$ cat src/rtl/key_pkg.sv
// Shared definitions for the multi-key debouncer: channel state encoding,
// 50 MHz default timing and the counter width helper.
package key_pkg;

  typedef enum logic {
    ST_RELEASED = 1'b0,
    ST_PRESSED  = 1'b1
  } key_state_e;

  localparam int DEF_DEBOUNCE_CYCLES   = 500_000;     // 10 ms @ 50 MHz
  localparam int DEF_LONG_PRESS_CYCLES = 50_000_000;  // 1 s @ 50 MHz

  // Wide enough to hold the larger terminal value without wrapping.
  function automatic int cnt_width(input int a, input int b);
    int m;
    m = (a > b) ? a : b;
    return (m < 1) ? 1 : $clog2(m + 1);
  endfunction

endpackage

$ cat src/rtl/key_debounce_ch.sv
// One key channel: 2-flop synchroniser, two-state debounce FSM, LED toggle.
// Long-press hold counter is built only when KEY_LONG_PRESS_EN is defined.
module key_debounce_ch
  import key_pkg::*;
#(
  parameter int DEBOUNCE_CYCLES   = DEF_DEBOUNCE_CYCLES,
  parameter int LONG_PRESS_CYCLES = DEF_LONG_PRESS_CYCLES
) (
  input  logic clk,
  input  logic rst_n,
  input  logic key_i,
  output logic level_o,
  output logic press_o,
  output logic release_o,
  output logic long_o,
  output logic led_o
);

  localparam int CW = cnt_width(DEBOUNCE_CYCLES, LONG_PRESS_CYCLES);
  localparam logic [CW-1:0] DB_LAST = CW'(DEBOUNCE_CYCLES - 1);

  logic          sync1_q, sync1_d, ks_q, ks_d;
  key_state_e    state_q, state_d;
  logic [CW-1:0] cnt_q, cnt_d;
  logic          press_q, press_d, rel_q, rel_d;
  logic          level_q, level_d, led_q, led_d;

  // Next-state logic: count cycles at the opposite level; any bounce clears the count.
  always_comb begin
    sync1_d = key_i;
    ks_d    = sync1_q;
    state_d = state_q;
    cnt_d   = cnt_q;
    press_d = 1'b0;
    rel_d   = 1'b0;
    level_d = level_q;
    led_d   = led_q;
    case (state_q)
      ST_RELEASED: begin
        if (!ks_q) begin
          if (cnt_q == DB_LAST) begin
            state_d = ST_PRESSED;
            cnt_d   = {CW{1'b0}};
            press_d = 1'b1;
            level_d = 1'b1;
            led_d   = ~led_q;
          end else begin
            cnt_d = cnt_q + CW'(1);
          end
        end else begin
          cnt_d = {CW{1'b0}};
        end
      end
      ST_PRESSED: begin
        if (ks_q) begin
          if (cnt_q == DB_LAST) begin
            state_d = ST_RELEASED;
            cnt_d   = {CW{1'b0}};
            rel_d   = 1'b1;
            level_d = 1'b0;
          end else begin
            cnt_d = cnt_q + CW'(1);
          end
        end else begin
          cnt_d = {CW{1'b0}};
        end
      end
      default: begin
        state_d = ST_RELEASED;
        cnt_d   = {CW{1'b0}};
      end
    endcase
  end

  // Channel state registers; synchroniser resets to the released level.
  always_ff @(posedge clk or negedge rst_n) begin
    if (!rst_n) begin
      sync1_q <= 1'b1;
      ks_q    <= 1'b1;
      state_q <= ST_RELEASED;
      cnt_q   <= {CW{1'b0}};
      press_q <= 1'b0;
      rel_q   <= 1'b0;
      level_q <= 1'b0;
      led_q   <= 1'b0;
    end else begin
      sync1_q <= sync1_d;
      ks_q    <= ks_d;
      state_q <= state_d;
      cnt_q   <= cnt_d;
      press_q <= press_d;
      rel_q   <= rel_d;
      level_q <= level_d;
      led_q   <= led_d;
    end
  end

`ifdef KEY_LONG_PRESS_EN
  localparam logic [CW-1:0] LP_LAST = CW'(LONG_PRESS_CYCLES - 1);
  localparam logic [CW-1:0] LP_SAT  = CW'(LONG_PRESS_CYCLES);

  logic [CW-1:0] hold_q, hold_d;
  logic          long_q, long_d;

  // Hold counter saturates one past the trigger value so the pulse fires once per press.
  always_comb begin
    hold_d = hold_q;
    long_d = 1'b0;
    if (press_d) begin
      hold_d = {CW{1'b0}};
    end else if (state_q == ST_PRESSED) begin
      if (hold_q == LP_LAST) begin
        long_d = 1'b1;
      end else begin
        long_d = 1'b0;
      end
      if (hold_q != LP_SAT) begin
        hold_d = hold_q + CW'(1);
      end else begin
        hold_d = hold_q;
      end
    end else begin
      hold_d = hold_q;
    end
  end

  // Long-press registers.
  always_ff @(posedge clk or negedge rst_n) begin
    if (!rst_n) begin
      hold_q <= {CW{1'b0}};
      long_q <= 1'b0;
    end else begin
      hold_q <= hold_d;
      long_q <= long_d;
    end
  end

  assign long_o = long_q;
`else
  assign long_o = 1'b0;
`endif

  assign level_o   = level_q;
  assign press_o   = press_q;
  assign release_o = rel_q;
  assign led_o     = led_q;

endmodule

$ cat src/rtl/key_debounce_multi.sv
// KEY_NUM independent active-low key debouncers with press/release pulses and LED toggle.
// Define KEY_LONG_PRESS_EN to enable per-key long-press pulses.
module key_debounce_multi
  import key_pkg::*;
#(
  parameter int KEY_NUM           = 4,
  parameter int DEBOUNCE_CYCLES   = DEF_DEBOUNCE_CYCLES,
  parameter int LONG_PRESS_CYCLES = DEF_LONG_PRESS_CYCLES
) (
  input  logic               sclk,
  input  logic               s_rst_n,
  input  logic [KEY_NUM-1:0] key,
  output logic [KEY_NUM-1:0] key_level,
  output logic [KEY_NUM-1:0] press_pulse,
  output logic [KEY_NUM-1:0] release_pulse,
  output logic [KEY_NUM-1:0] long_pulse,
  output logic [KEY_NUM-1:0] led
);

  for (genvar gi = 0; gi < KEY_NUM; gi++) begin : g_ch
    key_debounce_ch #(
      .DEBOUNCE_CYCLES  (DEBOUNCE_CYCLES),
      .LONG_PRESS_CYCLES(LONG_PRESS_CYCLES)
    ) u_ch (
      .clk      (sclk),
      .rst_n    (s_rst_n),
      .key_i    (key[gi]),
      .level_o  (key_level[gi]),
      .press_o  (press_pulse[gi]),
      .release_o(release_pulse[gi]),
      .long_o   (long_pulse[gi]),
      .led_o    (led[gi])
    );
  end

endmodule

$ cat config.mk
export PLATFORM = sky130hd
export DESIGN_NAME = key_debounce_multi
export DESIGN_NICKNAME = d
export VERILOG_FILES = /design/src/rtl/key_pkg.sv /design/src/rtl/key_debounce_ch.sv /design/src/rtl/key_debounce_multi.sv
export SDC_FILE = /design/constraint.sdc
export NUM_CORES = 1
export LEC_CHECK = 0
export BUFFER_PORTS_ARGS = -buffer_cell sky130_fd_sc_hd__buf_2
export CAP_MARGIN = 20
export CORE_UTILIZATION = 62
export DETAILED_ROUTE_END_ITERATION = 7
export PLACE_DENSITY = 0.81
export SLEW_MARGIN = 5
export SYNTH_ARGS = -nofsm -noshare
export SYNTH_HDL_FRONTEND = slang
export SYNTH_SLANG_ARGS = --single-unit
$ cat constraint.sdc
create_clock -name sclk -period 3.2 [get_ports sclk]
set_clock_uncertainty 0.15 [all_clocks]
set_input_delay 0.16 -clock sclk [delete_from_list [all_inputs] [get_ports sclk]]
set_output_delay 0.16 -clock sclk [all_outputs]
set_load 0.02 [all_outputs]
=== After elaboration in Yosys (flattened, before gate mapping) ===
Cells that the tools add are included.

* Bits in latches: 0
* Bits in registers: 132
* Memories: 0
* Memory bits (read-only): 0
* Input bits: 6
* RAM bits: 0

* Add/sub/neg operators: 4
* Equality and inequality tests: 20
* Shifts and indexed selects: 0
* Muxes and demuxes: 68
* Div/mod/pow operators: 0
* Multipliers: 0
* Reduce and logical (&&, ||, !) cells: 8
* Bitwise gates (word level): 12
* Order comparisons: 0

{| class="wikitable"
|+ Operators with widths
! kind !! number
|-
| $mux W26 || 12
|-
| $pmux W26 S2 || 4
|-
| $add A26 B1 Y26 const B || 4
|-
| $eq A26 B19 Y1 const B || 4
|-
| $mux W1 || 44
|-
| $ne A2 B1 Y1 const B || 8
|-
| $ne A2 B2 Y1 const B || 8
|-
| $pmux W1 S2 || 8
|-
| $reduce_and A4 Y1 || 4
|-
| $not A1 Y1 || 12
|-
| $reduce_and A3 Y1 || 4
|}

=== Depth between registers and ports, before layout ===
Gate-level depths: netlist of run 1.

* Depth in word-level cells: 4
* Mapped depth: 7

=== Hierarchy ===
Synthesis of run 1 repeated with hierarchy kept, for this count alone.

* Cell total of the unflattened synthesis: 669
* Area total of the unflattened synthesis: 6583.8 sq um

{| class="wikitable"
|+ By module, submodules not included
! module !! area an instance (sq um) !! cells an instance !! instances
|-
| key_debounce_ch at g_ch[0].u_ch ... || 1646.6 || 167 || 3
|-
| key_debounce_ch at g_ch[3].u_ch || 1644.1 || 168 || 1
|}

=== Least setup slack after synthesis of run 1 ===
No wires, ideal clock.

* Path type: register to register
* Start point: reg g_ch[1].u_ch.cnt_q[0]
* End point: reg g_ch[1].u_ch.cnt_q[24]
* Arrival: 2.062 ns
* Required time: 2.973 ns
* Cell stages (with the launch flop): 7
* Library setup time: 0.077 ns
* Path buffers: 1
* Path slack: 0.911 ns
* Cells stage by stage: dfrtp_1 -> ha_1 -> nand4_4 -> or4_4 -> buf_6 -> or4_1 -> a21oi_1

* Longest elaborated chain between the ends: 4
* Elaborated cells on any way between the ends: 6
* Those cells by class: add/sub (1); eq/ne (1); mux (4)

{| class="wikitable"
|+ Ends and longest elaborated chain
! item !! line !! RTL
|-
| from (decl) || key_debounce_ch.sv:24 || <nowiki>logic [CW-1:0] cnt_q, cnt_d;</nowiki>
|-
| from (signal assigned) || key_debounce_ch.sv:81 || <nowiki>cnt_q <= {CW{1'b0}};</nowiki>
|-
| from (signal assigned) || key_debounce_ch.sv:90 || <nowiki>cnt_q <= cnt_d;</nowiki>
|-
| $add A26 B1 Y26 / $eq A26 B19 Y1 (equally long branches) || n/a ||
|-
| $mux W26 * || key_debounce_ch.sv:41, key_debounce_ch.sv:56 ||
|-
| $mux W26 (on tied branches) || key_debounce_ch.sv:55, key_debounce_ch.sv:40 ||
|-
| $pmux W26 S2 * || key_debounce_ch.sv:38 || <nowiki>case (state_q)</nowiki>
|-
| via g_ch[1].u_ch.cnt_d[24] || key_debounce_ch.sv:24 ||
|}

The timed path passes the listed nets; every way through them passes the cells marked *.
A chain may end at the register's enable or synchronous reset.

=== Worst setup path in the final report of run 1 ===
* Start point: reg g_ch[1].u_ch.cnt_q[0]
* End point: reg g_ch[1].u_ch.cnt_q[22]

Same word-level chain as after synthesis.

==> out/qor_table.md, run 1 <==
| Metric | This run | Unit |
| --- | --- | --- |
| Hold crit path type | input pin to async pin | - |
| Static power due to leakage | 0.00288 | uW |
| Half-perimeter wire length of the detailed placement result | 8830 | um |
| Maximum clock insertion buffer count | 2 | - |
| Crit-path max FO | 15 | - |
| Share of post-route cells with drive strength above 1 | 0.108 | - |
| DRC violation count after routing | 0 | - |
| Seq cells post-synth | 132 | - |
| Internal reg-to-reg setup slack | 0.58 | ns |
| CTS Buf Count | 17 | - |
| Number of warnings issued by yosys | 0 | - |
| Sequential share of the synthesized area | 0.501 | - |
| Mapped Area | 6620 | um^2 |
| Buffer count from post-CTS setup fixing | 0 | - |
| VDD IR max | 361 | uV |
| Number of global-route vias before repair | 5,113 | - |
| Non-filler instance count after layout | 838 | - |
| Synthesized area per cell | 9.72 | um^2 |
| Die Outline Area | 11,100 | um^2 |
| Number of instances in the placed design | 801 | - |
| Largest net degree at the start of global routing | 76 | - |
| First-pass DRT Iterations | 5 | - |
| Fillers | 757 | - |
| Top area cells in the synthesized netlist | sky130_fd_sc_hd__dfrtp_1 47%, sky130_fd_sc_hd__xnor2_1 5.6%, sky130_fd_sc_hd__nor2_1 4.1%, sky130_fd_sc_hd__dfstp_2 3.2%, sky130_fd_sc_hd__a21oi_1 3.0% | - |
| Accumulated negative setup slack | 0 | ns |
| Final std cell area, no fill | 7290 | um^2 |
| Total global-route track usage | 0.260 | - |
| Critical-path cell list | ha_1 -> nand4_4 -> or4_2 -> o21ai_2 -> buf_4 -> a21oi_1 | - |
| Standard cell area after detailed placement | 6700 | um^2 |
| Power per cell area | 493 | nW/um^2 |
| Slew of the pin with the lowest slew margin | 0.746 | ns |
| Max capacitance violation total | 0 | - |
| Number of antenna violations at the first check in global routing | 0 | - |
| Number of gates given a new drive strength after cts | 0 | - |
| Overall power consumption | 3600 | uW |
| Post-synthesis instance total | 681 | - |
| Count of boundary I/O pins | 26 | - |
| Net count reported at finish | 699 | - |
| Start-to-end type of the worst setup path | flop to flop | - |
| I/O Buffers | 21 | - |
| Final worst path period need | 2.62 | ns |
| Final weighted congestion of routability-driven global placement | 0.893 | - |
| Via count | 5,222 | - |
| Wirelength, routed | 13,400 | um |
| Number of H-tree branching levels | 4 | - |
| Insertion delay to the later sink of the worst-skew pair | 0.52 | ns |
| Row count | 37 | - |
| Hold violation count in the final report | 0 | - |
| Top achievable clock speed | 382 | MHz |
| Die outline height | 105 | um |
| Die width | 105 | um |
| Critical path buffers and inverters | 1 | - |
| Grt total ovfl | 0 | - |
| Library cell used as clock root buffer | sky130_fd_sc_hd__clkbuf_8 | - |
| Post-CTS clock slew at the launch and capture registers of the worst setup and hold paths | 0.06 | ns |
| Clock tree from TritonCTS | yes | - |
| RSZ-0062 raised after global routing | no | - |
| Critical path arrival | 2.87 | ns |
| Max-slew violation count | 0 | - |
| Slowest stage cell on the critical path | sky130_fd_sc_hd__or4_2 | - |
| Largest incremental delay on the critical path | 0.72 | ns |
| Post-DRT Antenna Nets | 0 | - |
| Count of clock tree sinks | 132 | - |
| Initial core utilization | 0.641 | - |
| Area of the core | 10,300 | um^2 |
| Post-detailed-route via-to-cell ratio | 6.23 | - |
| DR iter-0 viols | 345 | - |
| Number of antenna diodes | 0 | - |
| Routed length per placed instance | 16.0 | um |
| Kind of end point of the critical path | flop | - |
| Area leader, netlist | sky130_fd_sc_hd__dfrtp_1 | - |
| First-pass GRT wire length | 23,000 | um |
| Critical path data required time | 3.45 | ns |
| Category of cells accounting for the largest share of critical-path delay | simple AND/OR/NAND/NOR gates | - |
| Synth unique cells | 49 | - |
| Post-route fraction of the period consumed by the critical path | 0.819 | - |
| Setup violation total in the final timing report | 0 | - |
| Cts hold-fix bufs | 5 | - |
| Share of the synthesized area in the top cell type | 0.469 | - |
| Worst slew slack as a fraction of its limit | 0.503 | - |
| Layout-stage area growth over the synthesis result | 10.1 | % |
| Startpoint class of the critical path | flop | - |
| Result of the run | finished clean | - |
-- layout by cell type (no fill, tap or decap), types with 21 or more instances in the layout --
cell	netlist	layout
sky130_fd_sc_hd__dfrtp_1	124	124
sky130_fd_sc_hd__xnor2_1	42	42
sky130_fd_sc_hd__a21oi_1	40	40
sky130_fd_sc_hd__or4_1	25	25
sky130_fd_sc_hd__nand3_1	36	36
sky130_fd_sc_hd__o21ai_0	30	30
sky130_fd_sc_hd__nand2_1	42	42
sky130_fd_sc_hd__or3_1	24	24
sky130_fd_sc_hd__nor2_1	72	72
sky130_fd_sc_hd__nor4_1	26	26
sky130_fd_sc_hd__nand4_1	32	32
sky130_fd_sc_hd__nor3_1	21	21
-- kinds of logic after synthesis --
logic type | after synthesis | share of synthesized area
fa+ha+maj | 4 | 0.00756
flops | 132 | 0.501
compound gates | 100 | 0.0875
other cells | 1 | 0.000567
buf+inv | 61 | 0.0493
simple gates | 320 | 0.271
xor+xnor | 62 | 0.0821
mux | 1 | 0.00151
-- layout make-up --
| type | instances | area (um^2) | area share |
|---|---|---|---|
| clock inverters | 4 | 47.5 | 0.00652 |
| inverters | 16 | 60.1 | 0.00824 |
| repair buffers | 31 | 208 | 0.0285 |
| flip-flops and latches | 132 | 3310 | 0.455 |
| well taps | 136 | 170 | 0.0233 |
| multi-input cells | 491 | 2990 | 0.411 |
| clock buffers | 28 | 495 | 0.0680 |
-- per-layer routing --
layer,vias to the layer above,GRT usage,share of wire
met5,-,0,0
met2,158,0.424,0.51
met3,19,0.0631,0.049
li1,2490,-,-
met4,0,0.109,0.014
met1,2555,0.333,0.43
-- state kept, by name, summed over array words and instances (netlist names), named ones only --
signal               cells
g_ch.u_ch.cnt_q        104
g_ch.u_ch.ks_d           4
g_ch.u_ch.ks_q           4
g_ch.u_ch.led_o          4
g_ch.u_ch.level_o        4
g_ch.u_ch.press_o        4
g_ch.u_ch.release_o      4
-- metrics by stage --
step | utilization | setup WS, ns | hold WS, ns
after floorplan | - | 0.911 | -0.286
after global placement | 0.649 | 0.696 | 0.114
after detailed placement | 0.649 | 0.580 | 0.116
after CTS | 0.706 | 0.564 | 0.110
after global routing | 0.706 | 0.453 | 0.108
final | 0.706 | 0.579 | 0.0965
-- report_power, final --
group          switching, uW  internal (uW)
clock                    673           1110
combinational           70.5           27.7
sequential              21.2           1690
-- final timing paths --
kind,from,end,depth (start not counted)
worst max-delay path,g_ch[1].u_ch.cnt_q[0]$_DFF_PN0_,g_ch[1].u_ch.cnt_q[22]$_DFF_PN0_,6
worst max register to register,g_ch[1].u_ch.cnt_q[0]$_DFF_PN0_,g_ch[1].u_ch.cnt_q[22]$_DFF_PN0_,6
min in group sclk,key[0],g_ch[0].u_ch.ks_d$_DFF_PN1_,2
worst min register to register,g_ch[0].u_ch.ks_d$_DFF_PN1_,g_ch[0].u_ch.ks_q$_DFF_PN1_,0
max in group asynchronous,s_rst_n,g_ch[1].u_ch.ks_d$_DFF_PN1_,3
worst min-delay path,s_rst_n,g_ch[3].u_ch.cnt_q[23]$_DFF_PN0_,2
-- synthesized netlist by cell type (all sizes together) --
master     n
dfrtp    124
nor2      72
nand2     42
xnor2     42
a21oi     40
nand3     37
nand4     34
o21ai     33
nor4      27
or4       27
buf       26
or3       26
nor3      21
xor2      20
clkbuf    19
o31ai     19
inv       16
and4      12
dfstp      8
a21boi     5
and3       5
ha         4
nor4b      4
or2        3
a211o      2
and2       2
nand4b     2
or3b       2
a31o       1
conb       1
mux2i      1
nand3b     1
nand4bb    1
nor4bb     1
or4b       1
Power figures use the tool's default switching activity.
==> run 2: changes to the inputs <==
--- a/config.mk
+++ b/config.mk
@@ -5,11 +5,12 @@
 export SDC_FILE = /design/constraint.sdc
 export NUM_CORES = 1
 export LEC_CHECK = 0
+export ABC_AREA = 1
 export BUFFER_PORTS_ARGS = -buffer_cell sky130_fd_sc_hd__buf_2
 export CAP_MARGIN = 20
-export CORE_UTILIZATION = 62
+export CORE_UTILIZATION = 57
 export DETAILED_ROUTE_END_ITERATION = 7
-export PLACE_DENSITY = 0.81
+export PLACE_DENSITY = 0.78
 export SLEW_MARGIN = 5
 export SYNTH_ARGS = -nofsm -noshare
 export SYNTH_HDL_FRONTEND = slang
==> constraint.sdc (replaced) <==
create_clock -name sclk -period 2.21 [get_ports sclk]
set_clock_uncertainty 0.15 [all_clocks]
set_input_delay 0.1105 -clock sclk [delete_from_list [all_inputs] [get_ports sclk]]
set_output_delay 0.1105 -clock sclk [all_outputs]
set_load 0.02 [all_outputs]
==> run 2 against run 1 <==
Net effect:
- sequential share of layout area is 6.8 points lower
- power is 61% higher
- first-iteration DRC count is 50% higher
- combinational power is 65% higher
- routed wire length is 21% higher
- critical path depth is 2 higher
- worst setup slack worse by 0.31 ns
- synthesized area is 17% higher
- global-route usage is 0.74 points lower
- cell area is 18% higher
- register-to-register slack worse by 0.31 ns
- final cell count is 56% higher
- largest cell class is now multi-input combinational cells
==> out/qor_table.md, run 2 <==
| Metric | This run | Unit | Delta |
| --- | --- | --- | --- |
| Sequential share of the synthesized area | 0.429 | - | was 0.501 |
| DR iter-0 viols | 519 | - | was 345 |
| Main combinational cell family by area after synthesis | simple AND/OR/NAND/NOR gates | - | unchanged |
| Top area cells in the synthesized netlist | sky130_fd_sc_hd__dfrtp_1 40%, sky130_fd_sc_hd__nor2_1 14%, sky130_fd_sc_hd__nand2_1 13%, sky130_fd_sc_hd__inv_1 6.1%, sky130_fd_sc_hd__nand3_1 5.4% | - | was sky130_fd_sc_hd__dfrtp_1 47%, sky130_fd_sc_hd__xnor2_1 5.6%, sky130_fd_sc_hd__nor2_1 4.1%, sky130_fd_sc_hd__dfstp_2 3.2%, sky130_fd_sc_hd__a21oi_1 3.0% |
| Largest incremental delay on the critical path | 0.37 | ns | was 0.72 ns |
| Number of flops mapped to enable cells by yosys | 0 | - | unchanged |
| Half-perimeter wire length of the detailed placement result | 11,600 | um | was 8830 um |
| First-pass GRT wire length | 28,100 | um | was 23,000 um |
| VDD IR max | 607 | uV | was 361 uV |
| Critical-path cell list | ha_1 -> nand2_1 -> nor2_1 -> inv_2 -> nor2_2 -> nand3_4 -> nand2_2 -> nor2_1 | - | was ha_1 -> nand4_4 -> or4_2 -> o21ai_2 -> buf_4 -> a21oi_1 |
| Number of warnings issued by yosys | 0 | - | unchanged |
| Final worst path period need | 1.94 | ns | was 2.62 ns |
| Grt total ovfl | 0 | - | unchanged |
| Start-to-end type of the worst setup path | flop to flop | - | unchanged |
| Most common cell after layout, fill and taps aside | sky130_fd_sc_hd__nor2_1 | - | was sky130_fd_sc_hd__dfrtp_1 |
| Seq cells post-synth | 132 | - | unchanged |
| Critical path data required time | 2.36 | ns | was 3.45 ns |
| Library cell used as clock root buffer | sky130_fd_sc_hd__clkbuf_16 | - | was sky130_fd_sc_hd__clkbuf_8 |
| Final weighted congestion of routability-driven global placement | 0.908 | - | was 0.893 |
| Total global-route track usage | 0.252 | - | was 0.260 |
| Share of the synthesized area in the top cell type | 0.402 | - | was 0.469 |
| Share of synthesized area spent on multiplexers | 0 | - | was 0.00151 |
| Simple-gate share of the synthesized area | 0.408 | - | was 0.271 |
| Overall power consumption | 5800 | uW | was 3600 uW |
| Worst slew slack as a fraction of its limit | 0.604 | - | was 0.503 |
| Kind of end point of the critical path | flop | - | unchanged |
| Most used cell along the critical path | sky130_fd_sc_hd__nor2_1 | - |  |
| Die Outline Area | 14,000 | um^2 | was 11,100 um^2 |
| Post-detailed-route via-to-cell ratio | 5.09 | - | was 6.23 |
| Initial core utilization | 0.583 | - | was 0.641 |
| Synth unique cells | 30 | - | was 49 |
| Slew of the pin with the lowest slew margin | 0.594 | ns | was 0.746 ns |
| Hold crit path type | input pin to async pin | - | unchanged |
| Max capacitance violation total | 0 | - | unchanged |
| Net count reported at finish | 1,125 | - | was 699 |
| Wirelength, routed | 16,200 | um | was 13,400 um |
| List of most frequent post-synthesis cells | 287 x sky130_fd_sc_hd__nor2_1, 269 x sky130_fd_sc_hd__nand2_1, 125 x sky130_fd_sc_hd__inv_1 | - | was 124 x sky130_fd_sc_hd__dfrtp_1, 72 x sky130_fd_sc_hd__nor2_1, 42 x sky130_fd_sc_hd__nand2_1, 42 x sky130_fd_sc_hd__xnor2_1, 40 x sky130_fd_sc_hd__a21oi_1 |
| Post-synthesis adder-cell area fraction | 0.00649 | - | was 0.00756 |
| Post-route fraction of the period consumed by the critical path | 0.877 | - | was 0.819 |
| Row count | 42 | - | was 37 |
| Share of post-route cells with drive strength above 1 | 0.112 | - | was 0.108 |
| Post-synthesis instance total | 1,093 | - | was 681 |
| Largest net degree at the start of global routing | 63 | - | was 76 |
| Startpoint class of the critical path | flop | - | unchanged |
| Post-CTS clock slew at the launch and capture registers of the worst setup and hold paths | 0.06 | ns | about the same |
| Static power due to leakage | 0.00381 | uW | was 0.00288 uW |
| Max-slew violation count | 0 | - | unchanged |
| Most common cell in the netlist | sky130_fd_sc_hd__nor2_1 | - | was sky130_fd_sc_hd__dfrtp_1 |
| Die width | 118 | um | was 105 um |
| Number of flip-flops in the largest register | 104 | - | unchanged |
| Number of global-route vias before repair | 6,266 | - | was 5,113 |
| Accumulated negative setup slack | 0 | ns | unchanged |
| Synth Area in XOR/XNOR | 0.0431 | - | was 0.0821 |
| Category of cells accounting for the largest share of critical-path delay | simple AND/OR/NAND/NOR gates | - | unchanged |
| Power per cell area | 677 | nW/um^2 | was 493 nW/um^2 |
| Die outline height | 118 | um | was 105 um |
| Count of clock tree sinks | 132 | - | unchanged |
| Via count | 6,634 | - | was 5,222 |
| Number of H-tree branching levels | 4 | - | unchanged |
| Buffer count from post-CTS setup fixing | 0 | - | unchanged |
| Crit-path max FO | 19 | - | was 15 |
| Switching power summed over all nets | 1210 | uW | was 765 uW |
| Area fraction in compound gates after synthesis | 0.0156 | - | was 0.0875 |
| Synthesized area per cell | 7.06 | um^2 | was 9.72 um^2 |
| Result of the run | finished clean | - | unchanged |
| Hold violation count in the final report | 0 | - | unchanged |
| Part of the power in the clock network | 0.546 | - | was 0.496 |
| Part of the total power dissipated in sequential elements | 0.426 | - | was 0.476 |
| RSZ-0062 raised after global routing | no | - | unchanged |
| Number of gates given a new drive strength after cts | 0 | - | unchanged |
| Mapped Area | 7720 | um^2 | was 6620 um^2 |
| Number of antenna violations at the first check in global routing | 0 | - | unchanged |
| Setup violation total in the final timing report | 0 | - | unchanged |
| Cts hold-fix bufs | 5 | - | unchanged |
| I/O Buffers | 21 | - | unchanged |
| Insertion delay to the later sink of the worst-skew pair | 0.43 | ns | was 0.52 ns |
| Slowest stage cell on the critical path | sky130_fd_sc_hd__dfrtp_1 | - | was sky130_fd_sc_hd__or4_2 |
| Final core occ | 0.647 | - | was 0.706 |
| Post-DRT Antenna Nets | 0 | - | unchanged |
| Internal power | 4590 | uW | was 2830 uW |
| Register name with the most flops | g_ch.u_ch.cnt_q | - | unchanged |
| Layout-stage area growth over the synthesis result | 11.1 | % | was 10.1% |
| Net switching fraction of the power | 0.209 | - | was 0.213 |
| Most used cells in the layout excluding fill and tap cells | 287 x sky130_fd_sc_hd__nor2_1, 269 x sky130_fd_sc_hd__nand2_1, 125 x sky130_fd_sc_hd__inv_1, 124 x sky130_fd_sc_hd__dfrtp_1, 83 x sky130_fd_sc_hd__nand3_1 | - | was 124 x sky130_fd_sc_hd__dfrtp_1, 72 x sky130_fd_sc_hd__nor2_1, 42 x sky130_fd_sc_hd__xnor2_1, 42 x sky130_fd_sc_hd__nand2_1, 40 x sky130_fd_sc_hd__a21oi_1 |
| Most used flip-flop cell after synthesis | sky130_fd_sc_hd__dfrtp_1 | - | unchanged |
| Maximum clock insertion buffer count | 2 | - | unchanged |
| Combinational cell fraction of total power | 0.028 | - | was 0.027 |
| CTS Buf Count | 17 | - | unchanged |
| Fraction of synthesis flops using an asynchronous set or reset pin | 1.00 | - | unchanged |
| Count of boundary I/O pins | 26 | - | unchanged |
| Area leader, netlist | sky130_fd_sc_hd__dfrtp_1 | - | unchanged |
| DRC violation count after routing | 0 | - | unchanged |
| Clock tree from TritonCTS | yes | - | unchanged |
| First-pass DRT Iterations | 4 | - | was 5 |
| Routed length per placed instance | 12.4 | um | was 16.0 um |
| Critical path buffers and inverters | 1 | - | unchanged |
| Number of antenna diodes | 0 | - | unchanged |
| Critical path arrival | 2.09 | ns | was 2.87 ns |
| Internal reg-to-reg setup slack | 0.27 | ns | was 0.58 ns |
| Top achievable clock speed | 516 | MHz | was 382 MHz |
| Area of the core | 13,200 | um^2 | was 10,300 um^2 |
-- run 2: changes by cell type after synthesis, sizes merged, moves of 33 or more --
cell / previous run / this run
a21oi: 40 / 7
inv: 16 / 129
nand2: 42 / 286
nand3: 37 / 85
nor2: 72 / 322
-- run 2: worst paths after layout --
path / start / end / depth (start not counted)
setup / recovery: g_ch[2].u_ch.cnt_q[0]$_DFF_PN0_ / g_ch[2].u_ch.cnt_q[10]$_DFF_PN0_ / 8
hold / removal: s_rst_n / g_ch[0].u_ch.release_o$_DFF_PN0_ / 2
setup reg to reg: g_ch[2].u_ch.cnt_q[0]$_DFF_PN0_ / g_ch[2].u_ch.cnt_q[10]$_DFF_PN0_ / 8
hold reg to reg: g_ch[2].u_ch.ks_d$_DFF_PN1_ / g_ch[2].u_ch.ks_q$_DFF_PN1_ / 0
max in group asynchronous: s_rst_n / g_ch[2].u_ch.ks_d$_DFF_PN1_ / 3
min in group sclk: key[3] / g_ch[3].u_ch.ks_d$_DFF_PN1_ / 2
-- run 2: metrics by stage --
step                      setup slack, ns  hold slack [ns]  cell area, um^2  instances
after floorplan                     0.613           -0.335             7730       1096
after global placement              0.338          -0.0167             7860       1267
after detailed placement            0.295          -0.0143             7860       1267
after CTS                           0.271           0.0952             8570       1304
after global routing                0.109            0.126             8570       1304
final                               0.271           0.0911             8570       1304
-- run 2: layout make-up --
class	instances	area, um^2
repair buffers	31	224
flip-flops and latches	132	3310
inverters	129	487
fillers	1165	4670
multi-input cells	804	3660
clock buffers	20	467
well taps	176	220
clock inverters	12	200
-- run 2: power by group through the flow --
| stage | Combinational [uW] | Clock (uW) | Sequential (uW) |
|---|---|---|---|
| 2_1_floorplan | 95.6 | 0 | 2510 |
| 3_3_place_gp | 157 | 0 | 2510 |
| 3_5_place_dp | 159 | 0 | 2510 |
| 4_1_cts | 167 | 3220 | 2470 |
| 5_1_grt | 188 | 3330 | 2470 |
| 6_report | 162 | 3170 | 2470 |
-- run 2: worst register-to-register path: cells and delay by family, from the launching register on --
family | cells | cell delay [ns]
fa+ha+maj | 1 | 0.22
buf+inv | 1 | 0.06
simple gates | 6 | 1.01
flops | 1 | 0.37
-- run 2: cell families after synthesis --
logic type	count (synthesis)
buffers and inverters	160
and+or+nand+nor	737
DFF	132
xor gates and xnor gates	38
AOI/OAI and AO/OA	21
other	1
adders and majority gates	4
-- run 2: metal layers --
layer / track usage / vias up / wire, um
li1: - / 3372 / -
met1: 0.322 / 3090 / 7590
met2: 0.418 / 145 / 7710
met3: 0.0613 / 27 / 638
met4: 0.0897 / 0 / 286
met5: 0 / - / 0
==> run 3: changes to the inputs <==
--- a/config.mk
+++ b/config.mk
@@ -5,12 +5,11 @@
 export SDC_FILE = /design/constraint.sdc
 export NUM_CORES = 1
 export LEC_CHECK = 0
-export ABC_AREA = 1
 export BUFFER_PORTS_ARGS = -buffer_cell sky130_fd_sc_hd__buf_2
 export CAP_MARGIN = 20
-export CORE_UTILIZATION = 57
+export CORE_UTILIZATION = 56
 export DETAILED_ROUTE_END_ITERATION = 7
-export PLACE_DENSITY = 0.78
+export PLACE_DENSITY = 0.77
 export SLEW_MARGIN = 5
 export SYNTH_ARGS = -nofsm -noshare
 export SYNTH_HDL_FRONTEND = slang
==> run 3 against run 2 <==
Net effect:
- the flow now finishes with violations (setup timing)
- clock power down 15%
- combinational power rose by 15%
- non-clock buffer count is 52 higher
- fmax decreased by 13%
- power is 7.9% lower
- count of clock-buffer cells in the layout is 1 lower
- largest cell class is now sequential cells
==> out/qor_table.md, run 3 (same netlist as run 1, synthesis figures left out) <==
| Metric | This run | Unit | Delta |
| --- | --- | --- | --- |
| Row count | 39 | - | was 42 |
| First-pass GRT wire length | 25,000 | um | was 28,100 um |
| Count of boundary I/O pins | 26 | - | unchanged |
| Sequential cell area | 3310 | um^2 | unchanged |
| Layout-stage area growth over the synthesis result | 18.5 | % | was 11.1% |
| Critical path buffers and inverters | 1 | - | unchanged |
| Result of the run | finished, violations left | - | was finished clean |
| Number of H-tree branching levels | 4 | - | unchanged |
| Accumulated negative setup slack | -0.0177 | ns | was 0 ns |
| Startpoint class of the critical path | flop | - | unchanged |
| Hold WS | 0.0277 | ns | was 0.0911 ns |
| Routed length per placed instance | 16.2 | um | was 12.4 um |
| Largest incremental delay on the critical path | 0.63 | ns | was 0.37 ns |
| Number of flip-flops in the largest register | 104 | - | unchanged |
| Worst slew slack as a fraction of its limit | 0.599 | - | was 0.604 |
| Slowest stage cell on the critical path | sky130_fd_sc_hd__or4_4 | - | was sky130_fd_sc_hd__dfrtp_1 |
| Maximum clock insertion buffer count | 2 | - | unchanged |
| DR iter-0 viols | 345 | - | was 519 |
| Grt total ovfl | 0 | - | unchanged |
| Wirelength, routed | 14,500 | um | was 16,200 um |
| Share of post-route cells with drive strength above 1 | 0.203 | - | was 0.112 |
| Failing checks | setup timing | - |  |
| Met1 track demand over resource | 0.310 | - | was 0.322 |
| Post-DRT Antenna Nets | 0 | - | unchanged |
| Via count | 5,383 | - | was 6,634 |
| Power per cell area | 681 | nW/um^2 | was 677 nW/um^2 |
| Die width | 111 | um | was 118 um |
| Met3 demand-to-capacity share in global routing | 0.0623 | - | was 0.0613 |
| Insertion delay to the later sink of the worst-skew pair | 0.42 | ns | was 0.43 ns |
| CTS Buf Count | 17 | - | unchanged |
| Clock tree from TritonCTS | yes | - | unchanged |
| VDD IR max | 673 | uV | was 607 uV |
| Number of global-route vias before repair | 5,440 | - | was 6,266 |
| Top achievable clock speed | 450 | MHz | was 516 MHz |
| Most used cells in the layout excluding fill and tap cells | 124 x sky130_fd_sc_hd__dfrtp_1, 72 x sky130_fd_sc_hd__nor2_1, 53 x sky130_fd_sc_hd__buf_4, 42 x sky130_fd_sc_hd__xnor2_1, 42 x sky130_fd_sc_hd__nand2_1 | - | was 287 x sky130_fd_sc_hd__nor2_1, 269 x sky130_fd_sc_hd__nand2_1, 125 x sky130_fd_sc_hd__inv_1, 124 x sky130_fd_sc_hd__dfrtp_1, 83 x sky130_fd_sc_hd__nand3_1 |
| Internal reg-to-reg setup slack | -0.01 | ns | was 0.27 ns |
| Multi-input gate area | 3090 | um^2 | was 3660 um^2 |
| Category of cells accounting for the largest share of critical-path delay | simple AND/OR/NAND/NOR gates | - | unchanged |
| Critical path arrival | 2.37 | ns | was 2.09 ns |
| Register name with the most flops | g_ch.u_ch.cnt_q | - | unchanged |
| Largest net degree at the start of global routing | 34 | - | was 63 |
| Count of clock tree sinks | 132 | - | unchanged |
| Post-detailed-route via-to-cell ratio | 6.00 | - | was 5.09 |
| Library cell used as clock root buffer | sky130_fd_sc_hd__clkbuf_16 | - | unchanged |
| Net count reported at finish | 751 | - | was 1,125 |
| Hold crit path type | input pin to async pin | - | unchanged |
| Critical-path cell list | ha_4 -> nand4_4 -> or4_4 -> buf_2 -> o31ai_2 -> a21oi_2 | - | was ha_1 -> nand2_1 -> nor2_1 -> inv_2 -> nor2_2 -> nand3_4 -> nand2_2 -> nor2_1 |
| First-pass DRT Iterations | 4 | - | unchanged |
| Half-perimeter wire length of the detailed placement result | 9590 | um | was 11,600 um |
| Die Outline Area | 12,300 | um^2 | was 14,000 um^2 |
| Kind of end point of the critical path | flop | - | unchanged |
| Number of antenna violations at the first check in global routing | 0 | - | unchanged |
| Slew of the pin with the lowest slew margin | 0.596 | ns | was 0.594 ns |
| Met2 layer usage reported by global route | 0.430 | - | was 0.418 |
| Max-slew violation count | 0 | - | unchanged |
| Crit path setup slack, layout | -0.0138 | ns | was 0.271 ns |
| Final weighted congestion of routability-driven global placement | 0.888 | - | was 0.908 |
| Final worst path period need | 2.22 | ns | was 1.94 ns |
| RSZ-0062 raised after global routing | yes | - | was no |
| Max capacitance violation total | 0 | - | unchanged |
| Static power due to leakage | 0.00317 | uW | was 0.00381 uW |
| Setup violation total in the final timing report | 2 | - | was 0 |
| Post-CTS clock slew at the launch and capture registers of the worst setup and hold paths | 0.06 | ns | about the same |
| Area of the core | 11,500 | um^2 | was 13,200 um^2 |
| Most common cell after layout, fill and taps aside | sky130_fd_sc_hd__dfrtp_1 | - | was sky130_fd_sc_hd__nor2_1 |
| Critical path data required time | 2.36 | ns | about the same |
| Final core occ | 0.684 | - | was 0.647 |
| Die outline height | 111 | um | was 118 um |
| I/O Buffers | 21 | - | unchanged |
| Hold violation count in the final report | 0 | - | unchanged |
| DRC violation count after routing | 0 | - | unchanged |
| Fillers | 823 | - | was 1,165 |
| Layer with the highest usage | met2 | - | unchanged |
| Total global-route track usage | 0.252 | - | about the same |
| Initial core utilization | 0.577 | - | was 0.583 |
| Post-route fraction of the period consumed by the critical path | 1.01 | - | was 0.877 |
| Crit-path max FO | 7 | - | was 19 |
| Number of antenna diodes | 0 | - | unchanged |
| Start-to-end type of the worst setup path | flop to flop | - | unchanged |
==> run 3: cell types whose count changed in the layout (fill, tap and decap cells not counted), moves of 17 or more <==
cell / change
sky130_fd_sc_hd__nand2_1: -227
sky130_fd_sc_hd__nor4_1: +24
sky130_fd_sc_hd__nand3_1: -47
sky130_fd_sc_hd__xnor2_1: +26
sky130_fd_sc_hd__nor2_1: -215
sky130_fd_sc_hd__or3_1: +22
sky130_fd_sc_hd__inv_1: -109
sky130_fd_sc_hd__a21oi_1: +32
sky130_fd_sc_hd__o21ai_0: +19
sky130_fd_sc_hd__nand4_1: +24
sky130_fd_sc_hd__buf_4: +50
sky130_fd_sc_hd__nor2_2: -26
sky130_fd_sc_hd__o31ai_1: +17
==> run 3: final timing paths <==
kind,depth (start not counted),endpoint,startpoint
max,6,g_ch[1].u_ch.cnt_q[24]$_DFF_PN0_,g_ch[1].u_ch.cnt_q[0]$_DFF_PN0_
min,2,g_ch[3].u_ch.cnt_q[21]$_DFF_PN0_,s_rst_n
max reg2reg,6,g_ch[1].u_ch.cnt_q[24]$_DFF_PN0_,g_ch[1].u_ch.cnt_q[0]$_DFF_PN0_
min reg2reg,0,g_ch[3].u_ch.ks_q$_DFF_PN1_,g_ch[3].u_ch.ks_d$_DFF_PN1_
max in group asynchronous,3,g_ch[2].u_ch.cnt_q[24]$_DFF_PN0_,s_rst_n
min in group sclk,2,g_ch[2].u_ch.ks_d$_DFF_PN1_,key[2]
==> run 3: area by class of cell <==
| class | count | share of cell area |
|---|---|---|
| clock inverters | 13 | 0.0160 |
| repair buffers | 83 | 0.0807 |
| well taps | 143 | 0.0228 |
| multi-input cells | 491 | 0.394 |
| flip-flops and latches | 132 | 0.422 |
| inverters | 16 | 0.00766 |
| clock buffers | 19 | 0.0565 |
==> run 3: routing by layer <==
layer | share of wire | wire [um] | vias up
met5 | 0 | 0 | -
met1 | 0.43 | 6320 | 2664
met3 | 0.032 | 467 | 27
li1 | - | - | 2589
met2 | 0.51 | 7460 | 103
met4 | 0.019 | 279 | 0
==> run 3: what timing repair did <==
item | 4_1_cts | 5_1_grt
endpoints found under the setup margin | 1 | 40
gates resized for setup | 1 | 20
pin swaps | 0 | 4
setup buffers | 0 | 5
hold buffers | 5 | 0
hold endpoints to repair | 130 | 0
==> run 3: stage by stage <==
stage / power, uW / cell area, um^2 / worst slack [ns] / cells
floorplan: 2590 / 6640 / 0.0121 / 684
global placement: 2690 / 7110 / 0.0551 / 855
detailed placement: 2700 / 7110 / -0.00774 / 855
CTS: 5390 / 7730 / 0.0133 / 892
global route: 5530 / 7840 / -0.0680 / 897
finish: 5340 / 7840 / -0.0138 / 897
==> run 3: report_power, final <==
group | internal (uW) | switching, uW | leakage (uW)
logic | 70.0 | 117 | 0.00110
registers | 2450 | 26.9 | 0.00181
clock network | 1590 | 1090 | 0.000263
